### src/rtl/jarvis_pkg.sv
// Shared fetch-stage types: FSM encoding, datapath width, NOP encoding and PC step.
package jarvis_pkg;

  localparam int XLEN = 32;
  localparam logic [XLEN-1:0] INSTR_NOP = 32'h0000_0013;

  typedef enum logic [1:0] {
    IDLE,
    REQ,
    WAIT,
    DRAIN
  } fetch_state_t;

  function automatic logic [XLEN-1:0] pc_next(input logic [XLEN-1:0] pc);
    return pc + XLEN'(4);
  endfunction

endpackage

### src/rtl/fetch_ctrl_if.sv
// Instruction-memory request/response port: one request in flight, req/ready accept, rvalid return.
interface fetch_ctrl_if;
  import jarvis_pkg::*;

  logic            imem_req;
  logic [XLEN-1:0] imem_addr;
  logic            imem_ready;
  logic            imem_rvalid;
  logic [XLEN-1:0] imem_rdata;

  modport master (output imem_req, imem_addr, input imem_ready, imem_rvalid, imem_rdata);
  modport slave  (input imem_req, imem_addr, output imem_ready, imem_rvalid, imem_rdata);

endinterface

### src/rtl/fetch_skid_buf.sv
// One-entry {instr, pc} holding slot for a response that arrives while decode is stalled.
// Write wins over read; clear wins over both.
module fetch_skid_buf
  import jarvis_pkg::*;
(
  input  logic            clk,
  input  logic            rst,
  input  logic            wr,
  input  logic            rd,
  input  logic            clr,
  input  logic [XLEN-1:0] wr_instr,
  input  logic [XLEN-1:0] wr_pc,
  output logic            full,
  output logic [XLEN-1:0] instr,
  output logic [XLEN-1:0] pc
);

  always_ff @(posedge clk) begin
    if (rst || clr) begin
      full <= 1'b0;
    end else if (wr) begin
      full <= 1'b1;
    end else if (rd) begin
      full <= 1'b0;
    end
    if (wr) begin
      instr <= wr_instr;
      pc    <= wr_pc;
    end
  end

endmodule

### src/rtl/fetch_ctrl.sv
// Fetch sequencer: one imem request in flight, redirect flush, skid-buffered decode hand-off.
// Define FETCH_CTRL_PERF_EN to add saturating perf_fetched/perf_redirects counters.
module fetch_ctrl
  import jarvis_pkg::*;
#(
  parameter logic [XLEN-1:0] RESET_VECTOR = 32'h0000_0000,
  parameter logic [XLEN-1:0] NOP_INSTR    = INSTR_NOP
) (
  input  logic            clk,
  input  logic            rst,
  input  logic            pc_src_exec,
  input  logic [XLEN-1:0] pc_target_exec,
  input  logic            stall_decode,
  fetch_ctrl_if.master    imem,
  output logic [XLEN-1:0] instr_decode,
  output logic [XLEN-1:0] pc_decode,
  output logic [XLEN-1:0] next_pc_decode,
  output logic            valid_decode
`ifdef FETCH_CTRL_PERF_EN
  ,
  output logic [31:0]     perf_fetched,
  output logic [31:0]     perf_redirects
`endif
);

  fetch_state_t    state;
  logic [XLEN-1:0] fetch_pc;
  logic            skid_full;
  logic [XLEN-1:0] skid_instr;
  logic [XLEN-1:0] skid_pc;
  logic            take;
  logic            rsp;
  logic            load_rsp;
  logic            load_skid;
  logic            skid_wr;

  // A full skid in WAIT means the response already landed and no request is in flight.
  assign take      = !valid_decode || !stall_decode;
  assign rsp       = (state == WAIT) && !skid_full && imem.imem_rvalid;
  assign load_skid = skid_full && !stall_decode && !pc_src_exec;
  assign load_rsp  = rsp && take && !pc_src_exec;
  assign skid_wr   = rsp && !take && !pc_src_exec;

  fetch_skid_buf u_skid (
    .clk      (clk),
    .rst      (rst),
    .wr       (skid_wr),
    .rd       (load_skid),
    .clr      (pc_src_exec),
    .wr_instr (imem.imem_rdata),
    .wr_pc    (fetch_pc),
    .full     (skid_full),
    .instr    (skid_instr),
    .pc       (skid_pc)
  );

  always_ff @(posedge clk) begin
    if (rst) begin
      state          <= IDLE;
      fetch_pc       <= RESET_VECTOR;
      imem.imem_req  <= 1'b0;
      imem.imem_addr <= RESET_VECTOR;
      instr_decode   <= NOP_INSTR;
      pc_decode      <= '0;
      next_pc_decode <= '0;
      valid_decode   <= 1'b0;
    end else begin
      if (pc_src_exec) begin
        valid_decode <= 1'b0;
        instr_decode <= NOP_INSTR;
      end else if (load_skid) begin
        valid_decode   <= 1'b1;
        instr_decode   <= skid_instr;
        pc_decode      <= skid_pc;
        next_pc_decode <= pc_next(skid_pc);
      end else if (load_rsp) begin
        valid_decode   <= 1'b1;
        instr_decode   <= imem.imem_rdata;
        pc_decode      <= fetch_pc;
        next_pc_decode <= pc_next(fetch_pc);
      end else if (!stall_decode) begin
        valid_decode <= 1'b0;
        instr_decode <= NOP_INSTR;
      end

      if (pc_src_exec) begin
        fetch_pc <= pc_target_exec;
      end else if (rsp) begin
        fetch_pc <= pc_next(fetch_pc);
      end

      case (state)
        IDLE: begin
          state          <= REQ;
          imem.imem_req  <= 1'b1;
          imem.imem_addr <= pc_src_exec ? pc_target_exec : fetch_pc;
        end
        REQ: begin
          if (imem.imem_ready) begin
            imem.imem_req <= 1'b0;
            state         <= pc_src_exec ? DRAIN : WAIT;
          end else if (pc_src_exec) begin
            imem.imem_addr <= pc_target_exec;
          end
        end
        WAIT: begin
          if (pc_src_exec) begin
            // Nothing left in flight once the response is here or parked: refetch at once.
            if (skid_full || imem.imem_rvalid) begin
              state          <= REQ;
              imem.imem_req  <= 1'b1;
              imem.imem_addr <= pc_target_exec;
            end else begin
              state <= DRAIN;
            end
          end else if (skid_full) begin
            if (!stall_decode) begin
              state          <= REQ;
              imem.imem_req  <= 1'b1;
              imem.imem_addr <= fetch_pc;
            end
          end else if (imem.imem_rvalid && take) begin
            state          <= REQ;
            imem.imem_req  <= 1'b1;
            imem.imem_addr <= pc_next(fetch_pc);
          end
        end
        DRAIN: begin
          if (imem.imem_rvalid) begin
            state          <= REQ;
            imem.imem_req  <= 1'b1;
            imem.imem_addr <= pc_src_exec ? pc_target_exec : fetch_pc;
          end
        end
        default: state <= IDLE;
      endcase
    end
  end

`ifdef FETCH_CTRL_PERF_EN
  always_ff @(posedge clk) begin
    if (rst) begin
      perf_fetched   <= '0;
      perf_redirects <= '0;
    end else begin
      if ((load_skid || load_rsp) && (perf_fetched != '1)) begin
        perf_fetched <= perf_fetched + 32'd1;
      end
      if (pc_src_exec && (perf_redirects != '1)) begin
        perf_redirects <= perf_redirects + 32'd1;
      end
    end
  end
`endif

endmodule

### src/flat_wrapper.sv
// flat-port wrapper written by rule: the top's interface ports become plain ports
module fetch_ctrl_flat import jarvis_pkg::*;
#(
  parameter logic [XLEN-1:0] RESET_VECTOR = 32'h0000_0000,
  parameter logic [XLEN-1:0] NOP_INSTR    = INSTR_NOP
)
  (clk, rst, pc_src_exec, pc_target_exec, stall_decode, instr_decode, pc_decode, next_pc_decode, valid_decode, imem_imem_req, imem_imem_addr, imem_imem_ready, imem_imem_rvalid, imem_imem_rdata);
  fetch_ctrl_if imem_i ();
  input  logic clk;
  input  logic rst;
  input  logic pc_src_exec;
  input  logic [XLEN-1:0] pc_target_exec;
  input  logic stall_decode;
  output logic [XLEN-1:0] instr_decode;
  output logic [XLEN-1:0] pc_decode;
  output logic [XLEN-1:0] next_pc_decode;
  output logic valid_decode;
  output wire logic [$bits(imem_i.imem_req)-1:0] imem_imem_req;
  output wire logic [$bits(imem_i.imem_addr)-1:0] imem_imem_addr;
  input wire logic [$bits(imem_i.imem_ready)-1:0] imem_imem_ready;
  input wire logic [$bits(imem_i.imem_rvalid)-1:0] imem_imem_rvalid;
  input wire logic [$bits(imem_i.imem_rdata)-1:0] imem_imem_rdata;
  assign imem_imem_req = imem_i.imem_req;
  assign imem_imem_addr = imem_i.imem_addr;
  assign imem_i.imem_ready = imem_imem_ready;
  assign imem_i.imem_rvalid = imem_imem_rvalid;
  assign imem_i.imem_rdata = imem_imem_rdata;
  fetch_ctrl #(.RESET_VECTOR(RESET_VECTOR), .NOP_INSTR(NOP_INSTR)) u_core (.clk(clk), .rst(rst), .pc_src_exec(pc_src_exec), .pc_target_exec(pc_target_exec), .stall_decode(stall_decode), .imem(imem_i), .instr_decode(instr_decode), .pc_decode(pc_decode), .next_pc_decode(next_pc_decode), .valid_decode(valid_decode));
endmodule
### config.mk
export PLATFORM = sky130hd
export DESIGN_NAME = fetch_ctrl_flat
export DESIGN_NICKNAME = d
export VERILOG_FILES = /design/src/rtl/jarvis_pkg.sv /design/src/rtl/fetch_ctrl_if.sv /design/src/rtl/fetch_skid_buf.sv /design/src/rtl/fetch_ctrl.sv /design/src/flat_wrapper.sv
export SDC_FILE = /design/constraint.sdc
export NUM_CORES = 1
export LEC_CHECK = 0
export ABC_AREA = 1
export ABC_CLOCK_PERIOD_IN_PS = 5900
export CAP_MARGIN = 5
export CORE_ASPECT_RATIO = 0.6
export CORE_MARGIN = 10
export CORE_UTILIZATION = 54
export DETAILED_ROUTE_END_ITERATION = 10
export GPL_TIMING_DRIVEN = 0
export MAX_ROUTING_LAYER = met4
export PLACE_DENSITY = 0.84
export REMOVE_ABC_BUFFERS = 1
export SKIP_LAST_GASP = 1
export SYNTH_ARGS = -nofsm -noshare
export SYNTH_HDL_FRONTEND = slang
export SYNTH_HIERARCHICAL = 1
export SYNTH_SLANG_ARGS = --single-unit
### constraint.sdc
create_clock -name clk -period 5.9 [get_ports clk]
set_clock_uncertainty 0.2 [all_clocks]
set_input_delay 1.18 -clock clk [delete_from_list [all_inputs] [get_ports clk]]
set_output_delay 1.18 -clock clk [all_outputs]
set_load 0.03 [all_outputs]
---- Yosys cells after proc, flatten, opt, wreduce, memory -nomap -nowiden ----
Index checks and enable logic that the tools add are counted.
storage, ports and cells
  flip-flop bits (word level) ............. 229
  input port bits ......................... 70
  output and inout port bits .............. 130
  logic and storage cells ................. 92
operators by class
  $add $sub $neg .......................... 2
  equal/unequal tests ..................... 11
  muxes and demuxes ....................... 41
  bitwise gates (word level) .............. 1
  reductions and logical operators ........ 26
operators with widths
  operator               count
  $mux 32                18
  $pmux 32 s4            1
  $add 32x3->32 const B  2
  $mux 2                 7
  $mux 1                 13
  $logic_and 1x1->1      9
  $ne 2x2->1 const B     4
  $ne 4x4->1 const B     2
  $pmux 2 s4             1
  $reduce_and 6->1       1
  $reduce_bool 2->1      3
  $logic_not 1->1        5
  $reduce_and 5->1       1
  $eq 2x2->1 const B     2
  $pmux 1 s4             1
  $reduce_and 4->1       1
  $logic_or 1x1->1       3
  $ne 3x1->1 const B     1
  $ne 3x3->1 const B     1
  $eq 2x1->1 const B     1
  $logic_not 2->1        1
  $reduce_and 2->1       1
  $reduce_or 2->1        1
  $not 1->1              1

---- Logic depth before layout (Yosys ltp) ----
Gate-level depths: netlist of the first run.
  depth after elaboration ................. 7
  depth in mapped cells ................... 12
  gate-level depth less buffers ........... 12

---- Cells and area by module ----
Netlist of the first run, hierarchy kept.
modules (own cells, without submodules)
  module          times used  cells each  area an instance (µm²)  sequential area each (µm²)
  fetch_ctrl      1           1,542       9,605.5                 3,243.1
  fetch_skid_buf  1           72          1,973.1                 1,941.9

---- Worst setup path before layout of the first run ----
OpenSTA, ideal clock, no wires.
  path type ............................... in2reg
  from .................................... in pc_src_exec
  to ...................................... reg u_core.u_skid.full
  library setup time ...................... 73 ps
  data arrival time ....................... 4,735 ps
  required time ........................... 5,627 ps
  path slack .............................. 893 ps
  stages on the path ...................... 6
  buffers on the path ..................... 1
  cells stage by stage .................... buf_4 nor2_8 inv_1 nor2_1 inv_1 a21oi_2
on the way
  word-level cells in the longest chain between the ends .. 3
  elaborated cells between the ends (all ways) .. 6
  those cells by class .................... mux: 1; reduce/logical: 5
RTL lines
  what                                         RTL line              text
  from (decl)                                  flat_wrapper.sv:11    input logic pc_src_exec;
  $logic_not 1->1 (*)                          fetch_ctrl.sv:42      assign skid_wr = rsp && !take && !pc_src_exec;
  $logic_and 1x1->1 (*)                        fetch_ctrl.sv:42
  via u_core.skid_wr                           fetch_ctrl.sv:35      logic skid_wr;
  $mux 1 or $reduce_bool 2->1 (tied branches)  --
  to (signal assigned)                         fetch_skid_buf.sv:20  full <= 1'b0;
  to (signal assigned)                         fetch_skid_buf.sv:22  full <= 1'b1;
  to (signal assigned)                         fetch_skid_buf.sv:24  full <= 1'b0;
  to (decl)                                    fetch_skid_buf.sv:13  output logic full,
Mark *: on every way through the listed nets, which the timed path passes. The rest lies on a longest branch.
A chain may end at the register's enable or synchronous reset.

---- Worst setup path after layout of the first run ----
  from .................................... in stall_decode
  to ...................................... reg u_core.next_pc_decode[16]
on the way
  word-level cells in the longest chain between the ends .. 6
  elaborated cells between the ends (all ways) .. 9
  those cells by class .................... mux: 1; reduce/logical: 8
RTL lines
  what                            RTL line                            text
  from (decl)                     flat_wrapper.sv:13                  input logic stall_decode;
  $logic_not 1->1 (*)             fetch_ctrl.sv:38, fetch_ctrl.sv:40
  $logic_or 1x1->1                fetch_ctrl.sv:38                    assign take = !valid_decode || !stall_decode;
  $logic_and 1x1->1 (2 in a row)  fetch_ctrl.sv:41                    assign load_rsp = rsp && take && !pc_src_exec;
  $reduce_bool 2->1 (no line)     --
  $reduce_and 2->1 (no line)      --
  to (signal assigned)            fetch_ctrl.sv:75                    next_pc_decode <= pc_next(skid_pc);
  to (signal assigned)            fetch_ctrl.sv:80                    next_pc_decode <= pc_next(fetch_pc);
  to (decl)                       fetch_ctrl.sv:17                    output logic [XLEN-1:0] next_pc_decode,
Mark *: on every way between the ends. The rest lies on a longest branch, timed or not.

==> out/results.ini, run 1 <==
[critical_path]
end_kind=register
crit_type=in2reg
crit_start=stall_decode
r2r_cells=9
cp-start-kind=primary input
rr_endpoint=u_core/next_pc_decode[16]
r2r_start=u_core/u_skid/full
cp.required_ns=6.11
critPathMaxFanout=55
rrSetupSlack_ns=1.22
critPathArrivalTime_ns=5.11

[die]
die_w_um=209
rows=41
core_um2=21000
die_area_um2=27900
io_pins=200
fp.dieH_um=133
initial_core_util_pct=55.1

[finish]
drive_above_1_share_pct=4.86
final_util_pct=68.4
stdcell_count=2050
fin_nets=1830
multi_input_area_um2=5540
regArea_um2=5180
syn_to_final_growth_pct=24.2
fillers=1750
layout_common_cells=526 x nand2_1, 197 x clkdlybuf4s50_1, 163 x dfxtp_1
fin_area_um2=14400
antenna_cells=0
layout_commonest_cell=nand2_1

[yosys]
synth_top_family_by_area=simple AND/OR/NAND/NOR gates
synth_xor_area_share_pct=0.983
synth_simple_gate_area_share_pct=28.7
synth_top_area_share_pct=28.2
yosysUniqueCellTypes=47
async_flop_share_pct=0
ys_seq_elements=227
synth_cells=1614
syn_area_um2=11600
yosys-top-cells-area=dfxtp_1 28%, nand2_1 17%, edfxtp_1 17%
ys.warnings.count=6
synth_edf_count=64
synth.area.mux_share_pct=0.173
ys_seq_area_share_pct=44.8
postSynthAreaPerCell_um2=7.17
synth-compound-area-share_pct=17.3
synth_flop_cell=dfxtp_1
yosysTopAreaCell=dfxtp_1
synth_fa_ha_area_share_pct=0.540

[sta]
tightest_slew_ns=1.26
fin_crit_ns=4.91
slew_headroom_pct=16.1
hold_viol=0
setup_tns_ns=0
fmax_ghz=0.204
setup_viol=0
slew_violations=0
rsz0062_at_grt=no
period_share_pct=83.2

[grt]
grt_max_degree=91
grt_pass1_wl_mm=63.7
overflow=0
grt_util_all_layers_pct=29.0
grt_pass1_vias=11100
antenna_found_initial=0

[clock_tree]
cts_tree=done
htreeDepth=1
clock-sinks=227
cts_setup_buffers=0
numCtsBuffers=22
clkLatencyLatePin_ns=0.52
cts_buffer_depth=3
holdBufCountCts=0
cts_resized=0
clockRootBuffer=clkbuf_16
clk_pin_slew_worst_paths_ns=0.06

[place]
dp_hpwl_mm=29.0
port_buffers=199
postPlaceCellArea_um2=13600
placed_cells=2009
routabilityCongestion=0.974

[drt]
drcViolationCount=0
drt-initial-drc-count=1636
vias=11900
drt-total-wl_mm=41.3
wl_per_cell_um=20.1
via_per_inst=5.82
firstDrtPassIters=6
final_antenna_net_count=0

[power]
p_per_area_nw_per_um2=333
fin_total_pwr_mw=4.80
ir_worst_vdd_mv=0.352
p_leak_nw=5.41

[min_path]
holdPathStages=0
worstHoldEndpoint=u_core/u_skid/pc[1]
hold_start=u_core/fetch_pc[1]
hold_path.class=reg2reg

[flow_run]
maxCapViolations=0

[outcome]
outcome=finished clean

## power by group
| group | leakage [nW] | switching, mW | internal, mW | total (mW) |
|---|---|---|---|---|
| combinational | 3.15 | 0.966 | 0.522 | 1.49 |
| clock | 0.352 | 0.617 | 0.796 | 1.41 |
| sequential | 1.91 | 0.130 | 1.76 | 1.89 |
| total | 5.41 | 1.71 | 3.08 | 4.80 |
## flip-flops by register name, summed over array words and instances (netlist names)
| signal | count |
|---|---|
| u_core/fetch_pc | 32 |
| u_core/imem.imem_addr | 32 |
| u_core/imem.imem_req | 1 |
| u_core/instr_decode | 32 |
| u_core/next_pc_decode | 30 |
| u_core/pc_decode | 32 |
| u_core/state | 2 |
| u_core/u_skid/full | 1 |
| u_core/u_skid/instr | 32 |
| u_core/u_skid/pc | 32 |
| u_core/valid_decode | 1 |
## how the worst max path moves through the flow
stage	to	slack, ns
floorplan	u_core/u_skid/full	0.73
global placement	u_core/u_skid/full	-3.99
detailed placement	u_core/next_pc_decode[16]	0.52
CTS	u_core/next_pc_decode[16]	0.47
global route	u_core/pc_decode[25]	0.81
finish	u_core/next_pc_decode[16]	0.99
## layer usage
layer | global-route usage [%] | wire length, um | vias up | share of wire (%)
met3 | 9.17 | 5670 | 55 | 14
met4 | 6.25 | 723 | 0 | 1.8
met1 | 40.3 | 17900 | 5560 | 43
li1 | - | - | 5641 | -
met2 | 40.2 | 17000 | 684 | 41
met5 | - | 0 | - | 0
## cell families after synthesis
logic type      after synthesis
simple gates                805
compound gates              357
flops                       227
buf+inv                     205
xor+xnor                     13
fa+ha+maj                     5
mux                           2
## critical path, stage by stage
cell             delay (ns)
clkdlybuf4s50_1        0.49
nor2_1                 0.18
inv_2                  0.09
nor2_4                 0.77
inv_2                  0.67
nand2_4                0.68
inv_2                  0.48
nor3_1                 0.39
nor2_1                 0.07
## cell usage after synthesis (3+ instances only)
cell and n:
o22ai_1 3, nor2_4 7, buf_2 36, ha_1 5, xor2_1 12, nand2_1 526, buf_4 11, nor3_1 12
edfxtp_1 64, nand3_1 54, inv_2 6, o21ai_0 128, o21a_1 4, nor4_1 4, nand4_1 15, o211ai_1 5
a22o_1 12, a211oi_1 4, nor2_1 164, nand2_4 3, inv_1 107, a21oi_1 110, clkbuf_1 35, buf_1 6
o221ai_1 3, o21ai_1 4, nor2_2 7, a31oi_1 74, dfxtp_1 163, nand2_2 6
## per-stage QoR
step           setup slack [ns]  hold slack [ns]
3_5_place_dp              0.522            0.248
5_1_grt                   0.813            0.277
2_1_floorplan             0.726            0.230
6_report                  0.992            0.263
3_3_place_gp              -3.99            0.244
4_1_cts                   0.468            0.261
## layout make-up
cell class,instances,share of cell area (%)
multi-input combinational,1182,38.5
sequential,227,36.0
timing repair buffer,207,15.0
clock buffer,31,4.41
inverter,115,3.02
tap,279,2.43
clock inverter,9,0.565
No activity file was read; power rests on OpenSTA's default activity.
==> run 2: changes to the inputs <==
Settings changed: ABC_CLOCK_PERIOD_IN_PS 5900 to 4600.
Clock period 5.9 ns to 4.6 ns, I/O delays scaled along.
==> run 2 against run 1 <==
Non-clock buffer count down 1. Via count up 0.53%. Register-to-register slack worse by 1.0 ns. Clock power up 28%. Sequential share of layout area about the same. First-iteration DRC count up 0.31%. Critical path type is now reg2reg. Largest power group unchanged.
==> out/results.ini, run 2 (synthesized netlist as in run 1, its figures left out) <==
[place]
routabilityCongestion=0.974  ; unchanged
dp_hpwl_mm=29.0  ; unchanged
dp_slack_ns=-0.778  ; -1.30 ns
port_buffers=199  ; unchanged
placed_cells=2009  ; unchanged
postPlaceCellArea_um2=13600  ; unchanged

[finish]
syn_to_final_growth_pct=24.1  ; about the same
final_util_pct=68.3  ; about the same
fin_nets=1830  ; unchanged
antenna_cells=0  ; unchanged
drive_above_1_share_pct=4.91  ; +0.056 points
layout_commonest_cell=nand2_1
stdcell_count=2050  ; unchanged
layout_common_cells=526 x nand2_1, 197 x clkdlybuf4s50_1, 162 x dfxtp_1
fin_area_um2=14400  ; about the same

[die]
die_area_um2=27900  ; unchanged
core_um2=21000  ; unchanged
die_w_um=209  ; unchanged
rows=41  ; unchanged
io_pins=200  ; unchanged
initial_core_util_pct=55.1  ; unchanged
fp.dieH_um=133  ; unchanged

[clock_tree]
cts_setup_buffers=0  ; unchanged
cts_buffer_depth=3  ; unchanged
clock-sinks=227  ; unchanged
clkLatencyLatePin_ns=0.52  ; about the same
cts_tree=done
clockRootBuffer=clkbuf_16
clk_pin_slew_worst_paths_ns=0.06  ; about the same
numCtsBuffers=22  ; unchanged
holdBufCountCts=0  ; unchanged
htreeDepth=1  ; unchanged

[grt]
antenna_found_initial=0  ; unchanged
overflow=0  ; unchanged
grt_util_all_layers_pct=29.2  ; +0.15 points
grt_pass1_wl_mm=64.0  ; +0.44%
grt_max_degree=92  ; +1.1%
grt_pass1_vias=11100  ; +0.31%

[drt]
drcViolationCount=0  ; unchanged
via_per_inst=5.86  ; +0.53%
wl_per_cell_um=20.3  ; +0.65%
firstDrtPassIters=8  ; +2
drt-initial-drc-count=1641  ; +0.31%
drt-total-wl_mm=41.5  ; +0.65%
vias=12000  ; +0.53%
final_antenna_net_count=0  ; unchanged

[sta]
fin_ws_ns=0.184  ; -0.808 ns
fin_crit_ns=4.42
slew_headroom_pct=14.9  ; -1.2 points
tightest_slew_ns=1.28  ; +0.0181 ns
rsz0062_at_grt=no
fmax_ghz=0.226
period_share_pct=96.0
slew_violations=0  ; unchanged
hold_viol=0  ; unchanged
setup_viol=0  ; unchanged

[power]
p_leak_nw=5.40  ; -0.16%
fin_total_pwr_mw=6.15  ; +28%
ir_worst_vdd_mv=0.456  ; +30%
p_per_area_nw_per_um2=428  ; +28%

[flow_run]
maxCapViolations=0  ; unchanged

[critical_path]
end_kind=register
cp.required_ns=4.81  ; -1.30 ns
critPathMaxFanout=55  ; unchanged
crit_type=reg2reg
cp-start-kind=register
critPathArrivalTime_ns=4.62  ; -0.49 ns

[min_path]
hold_path.class=reg2reg

[outcome]
outcome=finished clean

## run 2: cell count changes in the layout (fill, tap and decap cells not counted)
| cell | change |
|---|---|
| dfxtp_1 | -1 |
| nor2_2 | +1 |
| dfxtp_2 | +1 |
| buf_16 | -1 |
| nand2_8 | +1 |
| nand2_4 | -1 |
## run 2: final timing paths
kind                                         start                   endpoint  slack [ns]  depth (start not counted)
worst max-delay path            u_core/u_skid/full  u_core/next_pc_decode[16]        0.18                          9
worst min-delay path            u_core/fetch_pc[1]        u_core/u_skid/pc[1]        0.27                          0
worst max register to register  u_core/u_skid/full  u_core/next_pc_decode[16]        0.18                          9
worst min register to register  u_core/fetch_pc[1]        u_core/u_skid/pc[1]        0.27                          0
## run 2: layout make-up
| class | instances | area [um^2] |
|---|---|---|
| Fill cell | 1748 | 6660 |
| Multi-Input combinational cell | 1183 | 5550 |
| Sequential cell | 227 | 5190 |
| Timing Repair Buffer | 206 | 2130 |
| Clock buffer | 31 | 634 |
| Inverter | 115 | 434 |
| Tap cell | 279 | 349 |
| Clock inverter | 9 | 81.3 |
## run 2: stage by stage
stage | TNS (ns) | hold slack, ns
finish | 0 | 0.265
global route | 0 | 0.277
CTS | 0 | 0.261
detailed placement | -26.96 | 0.248
global placement | -734.37 | 0.244
floorplan | -20.70 | 0.230
## run 2: routing by layer
layer	GRT usage, %	vias up	part of all wire (%)
met5	-	-	0
met4	6.45	0	2.1
met3	9.20	78	14
met2	40.4	759	41
met1	40.5	5523	43
li1	-	5643	-
## run 2: critical path, cell delays in order, from the launching register on
cell and delay [ns]:
dfxtp_2 0.86, inv_4 0.34, nor2_1 0.23, inv_2 0.12, nor2_4 0.52, inv_2 0.57, nand2_8 0.48, inv_2 0.40
nor3_1 0.39, nor2_1 0.07
## run 2: where the power goes
group	internal (mW)	total [mW]	switching, mW
clock network	1.02	1.81	0.790
logic	0.670	1.91	1.24
registers	2.26	2.43	0.167
total	3.95	6.15	2.20
## run 2: repair_timing
action | CTS | global route
gates cloned | 1 | 0
endpoints found under the setup margin | 63 | 22
gates resized for setup | 1 | 1
pin swaps | 1 | 0
==> run 3: changes to the inputs <==
Settings changed: SLEW_MARGIN from default to 0.
==> results of run 3 <==
Same layout as run 2: the final DEF is identical, and so are final timing and power.
